### config.mk
export PLATFORM = sky130hd
export DESIGN_NAME = segment_stepper
export DESIGN_NICKNAME = d
export VERILOG_FILES = /design/src/rtl/segment_stepper.sv
export SDC_FILE = /design/constraint.sdc
export NUM_CORES = 1
export LEC_CHECK = 0
export CORE_MARGIN = 2
export CORE_UTILIZATION = 50
export CTS_CLUSTER_SIZE = 10
export DETAILED_ROUTE_END_ITERATION = 16
export PLACE_DENSITY = 0.78
export SLEW_MARGIN = 15
export SYNTH_ARGS = -nofsm -noshare
export SYNTH_HDL_FRONTEND = slang
export SYNTH_SLANG_ARGS = --single-unit
### constraint.sdc
create_clock -name clk -period 10.4 [get_ports clk]
set_input_delay 1.04 -clock clk [delete_from_list [all_inputs] [get_ports clk]]
set_output_delay 1.04 -clock clk [all_outputs]
set_load 0.005 [all_outputs]
### src/rtl/segment_stepper.sv
// segment_stepper: pops motion records from a record FIFO and turns each one
// into N evenly spaced step pulses on a single axis, with direction setup
// time inserted whenever the direction changes between segments.
//
// Handshake: fifo_read_en is a combinational pop strobe. The head record on
// fifo_data is consumed at the rising edge that ends the cycle in which
// fifo_read_en=1. fifo_data must be valid whenever fifo_empty=0. No pop is
// issued while reset=1 or enable=0.
module segment_stepper #(
    parameter int RECORD_SIZE_BITS = 128,
    parameter int PULSE_CLKS       = 4,
    parameter int DIR_SETUP_CLKS   = 2
) (
    input  logic                        clk,
    input  logic                        reset,
    input  logic                        enable,
    input  logic                        fifo_empty,
    input  logic [RECORD_SIZE_BITS-1:0] fifo_data,
    output logic                        fifo_read_en,
    output logic                        step,
    output logic                        dir,
    output logic                        busy,
    output logic                        segment_done,
    output logic [31:0]                 steps_remaining,
    output logic [1:0]                  dbg_state
);

    localparam logic [1:0] ST_IDLE  = 2'd0;
    localparam logic [1:0] ST_SETUP = 2'd1;
    localparam logic [1:0] ST_RUN   = 2'd2;

    // Shortest legal period leaves at least one low clock between pulses.
    localparam logic [31:0] MIN_PERIOD = 32'(PULSE_CLKS + 1);
    localparam logic [31:0] PULSE_W    = 32'(PULSE_CLKS);
    localparam logic [31:0] SETUP_LAST = 32'(DIR_SETUP_CLKS - 1);

    logic [1:0]  r_state;
    logic [31:0] r_t;
    logic [31:0] r_period;
    logic [31:0] r_remaining;
    logic [31:0] r_setup_cnt;
    logic        r_step;
    logic        r_dir;
    logic        r_done;

    logic [31:0] w_rec_n;
    logic [31:0] w_rec_p_raw;
    logic [31:0] w_rec_p;
    logic        w_rec_dir;
    logic        w_unused_bits;
    logic        w_period_end;
    logic        w_last_run;
    logic        w_fetch_point;
    logic        w_fetch;

    logic [1:0]  w_next_state;
    logic [31:0] w_next_t;
    logic [31:0] w_next_period;
    logic [31:0] w_next_rem;
    logic [31:0] w_next_setup;
    logic        w_next_dir;
    logic        w_next_done;

    // Record field extraction; bits above the direction flag carry nothing.
    assign w_rec_n       = fifo_data[31:0];
    assign w_rec_p_raw   = fifo_data[63:32];
    assign w_rec_dir     = fifo_data[64];
    assign w_unused_bits = ^fifo_data[RECORD_SIZE_BITS-1:65];
    assign w_rec_p       = (w_rec_p_raw < MIN_PERIOD) ? MIN_PERIOD : w_rec_p_raw;

    // The last clock of the last step period doubles as a fetch slot so a
    // queued same-direction record continues with no gap.
    assign w_period_end  = (r_t == r_period - 32'd1);
    assign w_last_run    = (r_state == ST_RUN) && w_period_end && (r_remaining == 32'd1);
    assign w_fetch_point = (r_state == ST_IDLE) || w_last_run;
    assign w_fetch       = w_fetch_point && enable && !fifo_empty && !reset;

    // Next-state logic: normal sequencing first, a fetch then overrides it.
    always_comb begin
        w_next_state  = r_state;
        w_next_t      = r_t;
        w_next_period = r_period;
        w_next_rem    = r_remaining;
        w_next_setup  = r_setup_cnt;
        w_next_dir    = r_dir;
        w_next_done   = 1'b0;
        case (r_state)
            ST_IDLE: begin
                w_next_state = ST_IDLE;
            end
            ST_SETUP: begin
                if (r_setup_cnt == SETUP_LAST) begin
                    w_next_state = ST_RUN;
                    w_next_t     = 32'd0;
                end else begin
                    w_next_setup = r_setup_cnt + 32'd1;
                end
            end
            ST_RUN: begin
                if (w_period_end) begin
                    w_next_t   = 32'd0;
                    w_next_rem = r_remaining - 32'd1;
                    if (r_remaining == 32'd1) begin
                        w_next_done  = 1'b1;
                        w_next_state = ST_IDLE;
                    end
                end else begin
                    w_next_t = r_t + 32'd1;
                end
            end
            default: begin
                w_next_state = ST_IDLE;
            end
        endcase
        if (w_fetch) begin
            w_next_period = w_rec_p;
            w_next_rem    = w_rec_n;
            w_next_t      = 32'd0;
            w_next_setup  = 32'd0;
            if (w_rec_n == 32'd0) begin
                w_next_done  = 1'b1;
                w_next_state = ST_IDLE;
            end else if (w_rec_dir != r_dir) begin
                w_next_dir   = w_rec_dir;
                w_next_state = ST_SETUP;
            end else begin
                w_next_state = ST_RUN;
            end
        end
    end

    // State and output registers; step is registered from the next count so
    // it rises in the very first RUN cycle.
    always_ff @(posedge clk) begin
        if (reset) begin
            r_state     <= ST_IDLE;
            r_t         <= 32'd0;
            r_period    <= 32'd0;
            r_remaining <= 32'd0;
            r_setup_cnt <= 32'd0;
            r_step      <= 1'b0;
            r_dir       <= 1'b0;
            r_done      <= 1'b0;
        end else begin
            r_state     <= w_next_state;
            r_t         <= w_next_t;
            r_period    <= w_next_period;
            r_remaining <= w_next_rem;
            r_setup_cnt <= w_next_setup;
            r_step      <= (w_next_state == ST_RUN) && (w_next_t < PULSE_W);
            r_dir       <= w_next_dir;
            r_done      <= w_next_done;
        end
    end

    assign fifo_read_en    = w_fetch;
    assign step            = r_step;
    assign dir             = r_dir;
    assign busy            = (r_state != ST_IDLE);
    assign segment_done    = r_done;
    assign steps_remaining = r_remaining;
    assign dbg_state       = r_state;

endmodule
==> results of run 1 <==
-- final cells by class --
class	count	area, µm²	area share (%)
Sequential cell	133	2660	26.2
Timing Repair Buffer	116	1130	11.2
Inverter	19	71.3	0.702
Clock inverter	13	218	2.14
Tap cell	220	275	2.71
Clock buffer	19	443	4.36
Multi-Input combinational cell	869	5360	52.7
-- cells in the final DEF (no fill, tap or decap), drive strengths merged, types with 11 or more instances in the layout --
cell             n
xnor2           44
or3             27
or4             16
nor3            54
a311oi          14
clkdlybuf4s50  106
a22oi           11
dfxtp          133
inv             22
xor2            39
nor2           153
clkbuf          19
o21ai           45
a31oi           18
and3            18
nor4            52
nand4           27
nand2           89
a211oi          16
nand3           43
mux2i           33
a21oi           42
-- layer usage --
layer	global-route usage (%)	wire [µm]	up-vias	share of wire, %
met1	34.8	10600	3996	44
met4	8.51	512	0	2.1
met3	6.58	1750	56	7.2
met2	44.2	11400	339	47
li1	-	-	4150	-
met5	0	0	-	0
-- power groups by stage --
stage | sequential, mW | combinational [mW] | clock (mW)
CTS | 0.551 | 0.238 | 0.683
finish | 0.552 | 0.241 | 0.681
floorplan | 0.555 | 0.153 | 0
detailed placement | 0.562 | 0.235 | 0
global placement | 0.562 | 0.233 | 0
global route | 0.554 | 0.263 | 0.707
-- sequential cells by signal, summed over array words and instances (netlist names) --
name	cells
r_period	32
r_setup_cnt	32
r_t	32
steps_remaining	32
dbg_state	2
dir	1
segment_done	1
step	1
-- path summary, 6_finish.rpt --
| check | from | endpoint | slack (ns) | cells past startpoint |
|---|---|---|---|---|
| hold / removal | steps_remaining[14]$_SDFFE_PP0P_ | steps_remaining[14]$_SDFFE_PP0P_ | 0.52 | 2 |
| setup reg to reg | r_period[22]$_SDFFE_PP0P_ | steps_remaining[29]$_SDFFE_PP0P_ | 5.14 | 11 |
| hold reg to reg | steps_remaining[14]$_SDFFE_PP0P_ | steps_remaining[14]$_SDFFE_PP0P_ | 0.52 | 2 |
| setup / recovery | steps_remaining[8]$_SDFFE_PP0P_ | fifo_read_en | 4.27 | 11 |
-- cell families after synthesis --
kind of cell / synth area share [%]
AO/OA/AOI/OAI: 16.8
XOR/XNOR: 8.66
adder cells (fa/ha/maj): 1.34
buffers and inverters: 4.72
flip-flops: 31.7
multiplexers: 3.93
AND/OR/NAND/NOR: 32.8
-- cell usage after synthesis, drive strengths merged (18+ instances only) --
library cell    n
a21oi          42
a31oi          18
and3           18
buf            22
clkbuf         55
dfxtp         133
inv            19
mux2i          33
nand2          89
nand3          43
nand4          27
nor2          153
nor3           54
nor4           52
o21ai          45
or3            27
xnor2          44
xor2           39
-- worst min-delay path, cell delays in order, from the launching register on --
cell and delay [ns]:
dfxtp_1 0.33, nand2_1 0.06, a311oi_1 0.08
-- through the flow --
step	cells	instance area, µm²	utilization [%]
4_1_cts	1389	10200	61.5
5_1_grt	1389	10200	61.5
3_5_place_dp	1357	9500	57.5
2_1_floorplan	1098	8400	-
3_3_place_gp	1357	9500	57.5
6_report	1389	10200	61.5
==> results.py, run 1 <==
metrics = {
    "sta": {
        "hold_slack_ns": 0.516,
        "grt_setup_unrepaired": "no",
        "drv_slew": 0,
        "tightest_slew_ns": 1.02,
        "tns_ns": 0,
        "slew_headroom_pct": 31.6,
        "clock.fmax_ghz": 0.163,
        "min_period_ns": 6.13,
        "setup_slack_ns": 4.27,
        "final-setup-viol-count": 0,
        "fin_skew_ns": 0.0105,
        "finalHoldViolations": 0,
        "finalCritPeriodShare_pct": 59.0,
    },
    "setup_path": {
        "worst-setup-path-type": "reg -> out",
        "required_ns": 9.36,
        "slowest_stage": "nor4_1",
        "critPathLaunchType": "register",
        "worstPathMaxFanout": 55,
        "cp.arrival_ns": 5.09,
        "crit_path_cell_trace": "or4_1 > nor4_1 > nand3b_1 > nor4_1 > nand3_1 > nor4_1 > a21boi_4 > buf_4 > nor2_1 > buf_4 > clkdlybuf4s50_1",
        "cpMostUsedCell": "nor4_1",
        "end_kind": "primary output",
        "path_delay_family": "simple AND/OR/NAND/NOR gates",
        "crit_path_max_incr_delay_ns": 0.69,
        "path_buf_inv": 3,
    },
    "power": {
        "p_leak_nw": 3.53,
        "power.total_mw": 1.47,
        "p_clk_share_pct": 46.2,
        "ir_drop_v": 0.000113,
        "intPower_mw": 1.07,
        "p_per_area_nw_per_um2": 145,
        "seq_power_share_pct": 37.5,
        "p_switching_uw": 402,
        "switching_share_pct": 27.3,
        "pwr-share-comb_pct": 16.3,
    },
    "logic_synthesis": {
        "synth_top_area_share_pct": 31.7,
        "post-synth-top-area-cell": "dfxtp_1",
        "yosysUniqueCellTypes": 69,
        "synth.area.top_cells": "dfxtp_1, nor2_1, xnor2_1, xor2_1, mux2i_1",
        "yosys_warnings": 0,
        "synthFlopType": "dfxtp_1",
        "ys_ff_latch": 133,
        "ys_seq_area_share_pct": 31.7,
        "ys_async_sr_fraction_pct": 0,
        "synth_edf_count": 0,
        "syn_avg_cell_area_um2": 7.65,
        "synthCells": 1098,
        "synth_area_um2": 8400,
        "syn-num-nets": 1239,
    },
    "drt": {
        "drt-total-wl_mm": 24.3,
        "post_drt_wl_per_cell_um": 17.5,
        "vias": 8541,
        "drt_iter0_drc": 807,
        "drt_first_pass_iters": 7,
        "remaining_drc_errors": 0,
        "ant_nets": 0,
        "drt-vias-per-instance": 6.15,
    },
    "status": {
        "status": "completed",
    },
    "floorplanning": {
        "io_pins": 171,
        "core-area_um2": 16500,
        "start_util_pct": 50.8,
        "die-area_um2": 17800,
        "rows": 47,
        "die_w_um": 134,
        "die_y_um": 134,
    },
    "global_routing": {
        "first_global_vias": 7845,
        "grt_pass1_wl_mm": 39.1,
        "overflow": 0,
        "antenna_found_initial": 0,
        "grt_usage_pct": 26.9,
        "grt_max_degree": 74,
    },
    "cts": {
        "cts_tree": "yes",
        "numCtsBuffers": 17,
        "clk_latency_ns": 0.43,
        "postCtsHoldBufs": 0,
        "cts_setup_buffers": 0,
        "clock_path_buffers": 2,
        "ctsHtreeMaxLevel": 4,
        "cts_resized": 0,
        "clock-sinks": 133,
        "clk_pin_slew_ns": 0.07,
        "clockRootBuffer": "clkbuf_16",
    },
    "place": {
        "dp_hpwl_mm": 16.6,
        "gp_congestion": 0.937,
        "dp_slack_ns": 4.88,
        "port_buffers": 107,
    },
    "min_path": {
        "min_path_type": "reg -> reg",
    },
    "finish": {
        "drive_gt1_share_pct": 5.30,
        "synthToLayoutAreaGrowth_pct": 21.1,
        "num_antenna_cells": 0,
        "final_net_count": 1297,
        "fillers": 1451,
    },
    "run": {
        "max_cap_violations": 0,
    },
}
Note: power is estimated with default switching activity, not from simulation.
==> run 2, diff against run 1 <==
--- a/config.mk
+++ b/config.mk
@@ -6,10 +6,10 @@
 export NUM_CORES = 1
 export LEC_CHECK = 0
 export CORE_MARGIN = 2
-export CORE_UTILIZATION = 50
+export CORE_UTILIZATION = 47
 export CTS_CLUSTER_SIZE = 10
 export DETAILED_ROUTE_END_ITERATION = 16
-export PLACE_DENSITY = 0.78
+export PLACE_DENSITY = 0.77
 export SLEW_MARGIN = 15
 export SYNTH_ARGS = -nofsm -noshare
 export SYNTH_HDL_FRONTEND = slang
==> constraint.sdc (replaced) <==
create_clock -name clk -period 5.3 [get_ports clk]
set_input_delay 0.53 -clock clk [delete_from_list [all_inputs] [get_ports clk]]
set_output_delay 0.53 -clock clk [all_outputs]
set_load 0.005 [all_outputs]
==> results.py, run 2 (same netlist as run 1, synthesis figures left out) <==
metrics = {
    "setup_path": {
        "critPathLaunchType": "register",
        "crit_path_cell_trace": "or4_1 > nor4_1 > nand3b_1 > nor4_1 > nand3_1 > nor4_1 > buf_4 > a21boi_4 > nor2_1 > clkdlybuf4s50_1",
        "crit_path_max_incr_delay_ns": 0.67,
        "cp.arrival_ns": 4.42,
        "end_kind": "primary output",
        "r2r_cells": 12,
        "worstPathMaxFanout": 7,
        "slowest_stage": "nor4_1",
        "reg2reg_to": "steps_remaining[25]$_SDFFE_PP0P_",
        "r2r_slack_ns": 0.77,
        "cpMostUsedCell": "nor4_1",
        "required_ns": 4.77,
        "worstReg2RegStart": "r_period[22]$_SDFFE_PP0P_",
        "worst-setup-path-type": "reg -> out",
    },
    "drt": {
        "drt-vias-per-instance": 6.06,
        "vias": 8512,
        "remaining_drc_errors": 0,
        "drt-total-wl_mm": 24.1,
        "drt_first_pass_iters": 6,
        "ant_nets": 0,
        "post_drt_wl_per_cell_um": 17.1,
        "drt_iter0_drc": 727,
    },
    "global_routing": {
        "first_global_vias": 7812,
        "overflow": 0,
        "grt_max_degree": 66,
        "antenna_found_initial": 0,
        "grt_pass1_wl_mm": 38.9,
        "grt_usage_pct": 25.8,
    },
    "min_path": {
        "hold_end": "steps_remaining[24]$_SDFFE_PP0P_",
        "min_path_type": "reg -> reg",
        "hold_path.startpoint": "steps_remaining[24]$_SDFFE_PP0P_",
        "hold_depth": 2,
    },
    "cts": {
        "cts_setup_buffers": 0,
        "cts_tree": "yes",
        "clock-sinks": 133,
        "cts_resized": 0,
        "ctsHtreeMaxLevel": 4,
        "numCtsBuffers": 17,
        "clock_path_buffers": 2,
        "postCtsHoldBufs": 0,
        "clockRootBuffer": "clkbuf_16",
        "clk_latency_ns": 0.43,
        "clk_pin_slew_ns": 0.06,
    },
    "status": {
        "status": "completed",
    },
    "place": {
        "gp_congestion": 0.934,
        "dp_slack_ns": 0.810,
        "dp_hpwl_mm": 17.1,
        "port_buffers": 107,
    },
    "finish": {
        "drive_gt1_share_pct": 6.02,
        "num_antenna_cells": 0,
        "final_util_pct": 58.5,
        "layout_commonest_cell": "nor2_1",
        "layout_common_cells": "nor2_1, dfxtp_1, clkdlybuf4s50_1",
        "final_net_count": 1308,
        "fillers": 1589,
        "synthToLayoutAreaGrowth_pct": 21.0,
    },
    "floorplanning": {
        "io_pins": 171,
        "die_w_um": 138,
        "rows": 48,
        "die_y_um": 138,
        "die-area_um2": 18900,
        "core-area_um2": 17400,
        "start_util_pct": 48.4,
    },
    "sta": {
        "min_period_ns": 4.95,
        "setup_slack_ns": 0.346,
        "tightest_slew_ns": 0.892,
        "hold_slack_ns": 0.503,
        "grt_setup_unrepaired": "no",
        "slew_headroom_pct": 40.0,
        "tns_ns": 0,
        "finalHoldViolations": 0,
        "final-setup-viol-count": 0,
        "drv_slew": 0,
        "finalCritPeriodShare_pct": 93.5,
        "fin_skew_ns": 0.0126,
        "clock.fmax_ghz": 0.202,
    },
    "run": {
        "max_cap_violations": 0,
    },
    "power": {
        "power.total_mw": 2.68,
        "ir_drop_v": 0.000214,
        "p_leak_nw": 3.54,
        "p_per_area_nw_per_um2": 264,
    },
}
## run 2: cell types whose count changed in the layout (fill, tap and decap cells not counted), sizes merged
cell      previous run  this run
buf                 10        21
bufinv               5         1
clkinvlp             2         3
inv                 22        20
clkinv               3         7
## run 2: layout make-up
| type | instances | area (µm²) | share of cell area, % |
|---|---|---|---|
| clock buffers | 19 | 443 | 4.36 |
| clock inverters | 12 | 108 | 1.06 |
| inverters | 19 | 71.3 | 0.702 |
| multi-input cells | 869 | 5350 | 52.7 |
| flip-flops and latches | 133 | 2660 | 26.2 |
| well taps | 225 | 282 | 2.77 |
| repair buffers | 127 | 1240 | 12.2 |
## run 2: worst max-delay path: cells and delay by family (launching register included)
kind            cells  cell delay, ns
compound gates      1            0.05
buf+inv             2            0.74
flops               1            0.37
simple gates        7            2.83
## run 2: worst max-delay path by stage
| stage | start | end | slack, ns | cells after the start |
|---|---|---|---|---|
| after CTS | steps_remaining[8]$_SDFFE_PP0P_ | fifo_read_en | 0.38 | 10 |
| after detailed placement | r_period[22]$_SDFFE_PP0P_ | steps_remaining[25]$_SDFFE_PP0P_ | 0.81 | 12 |
| after floorplan | r_period[22]$_SDFFE_PP0P_ | steps_remaining[31]$_SDFFE_PP0P_ | 1.26 | 15 |
| final | steps_remaining[8]$_SDFFE_PP0P_ | fifo_read_en | 0.35 | 10 |
| after global routing | steps_remaining[8]$_SDFFE_PP0P_ | fifo_read_en | 0.04 | 10 |
| after global placement | r_period[22]$_SDFFE_PP0P_ | steps_remaining[25]$_SDFFE_PP0P_ | 0.85 | 12 |
## run 2: metrics by stage
stage / std cells / instance area, µm²
after detailed placement: 1373 / 9610
after CTS: 1404 / 10200
after global routing: 1404 / 10200
after floorplan: 1098 / 8400
after global placement: 1373 / 9610
final: 1404 / 10200
## run 2: where the power goes
group          internal [mW]  switching (mW)
clock                  0.653           0.460
combinational          0.223           0.263
sequential              1.03          0.0483
## run 2: metal layers
metal  track usage (%)  up-vias  wire length, µm
met1              33.8     4000            10700
met2              41.4      306            11100
met3              6.70       40             1840
met5                 0        -                0
met4              8.36        0              405
li1                  -     4166                -
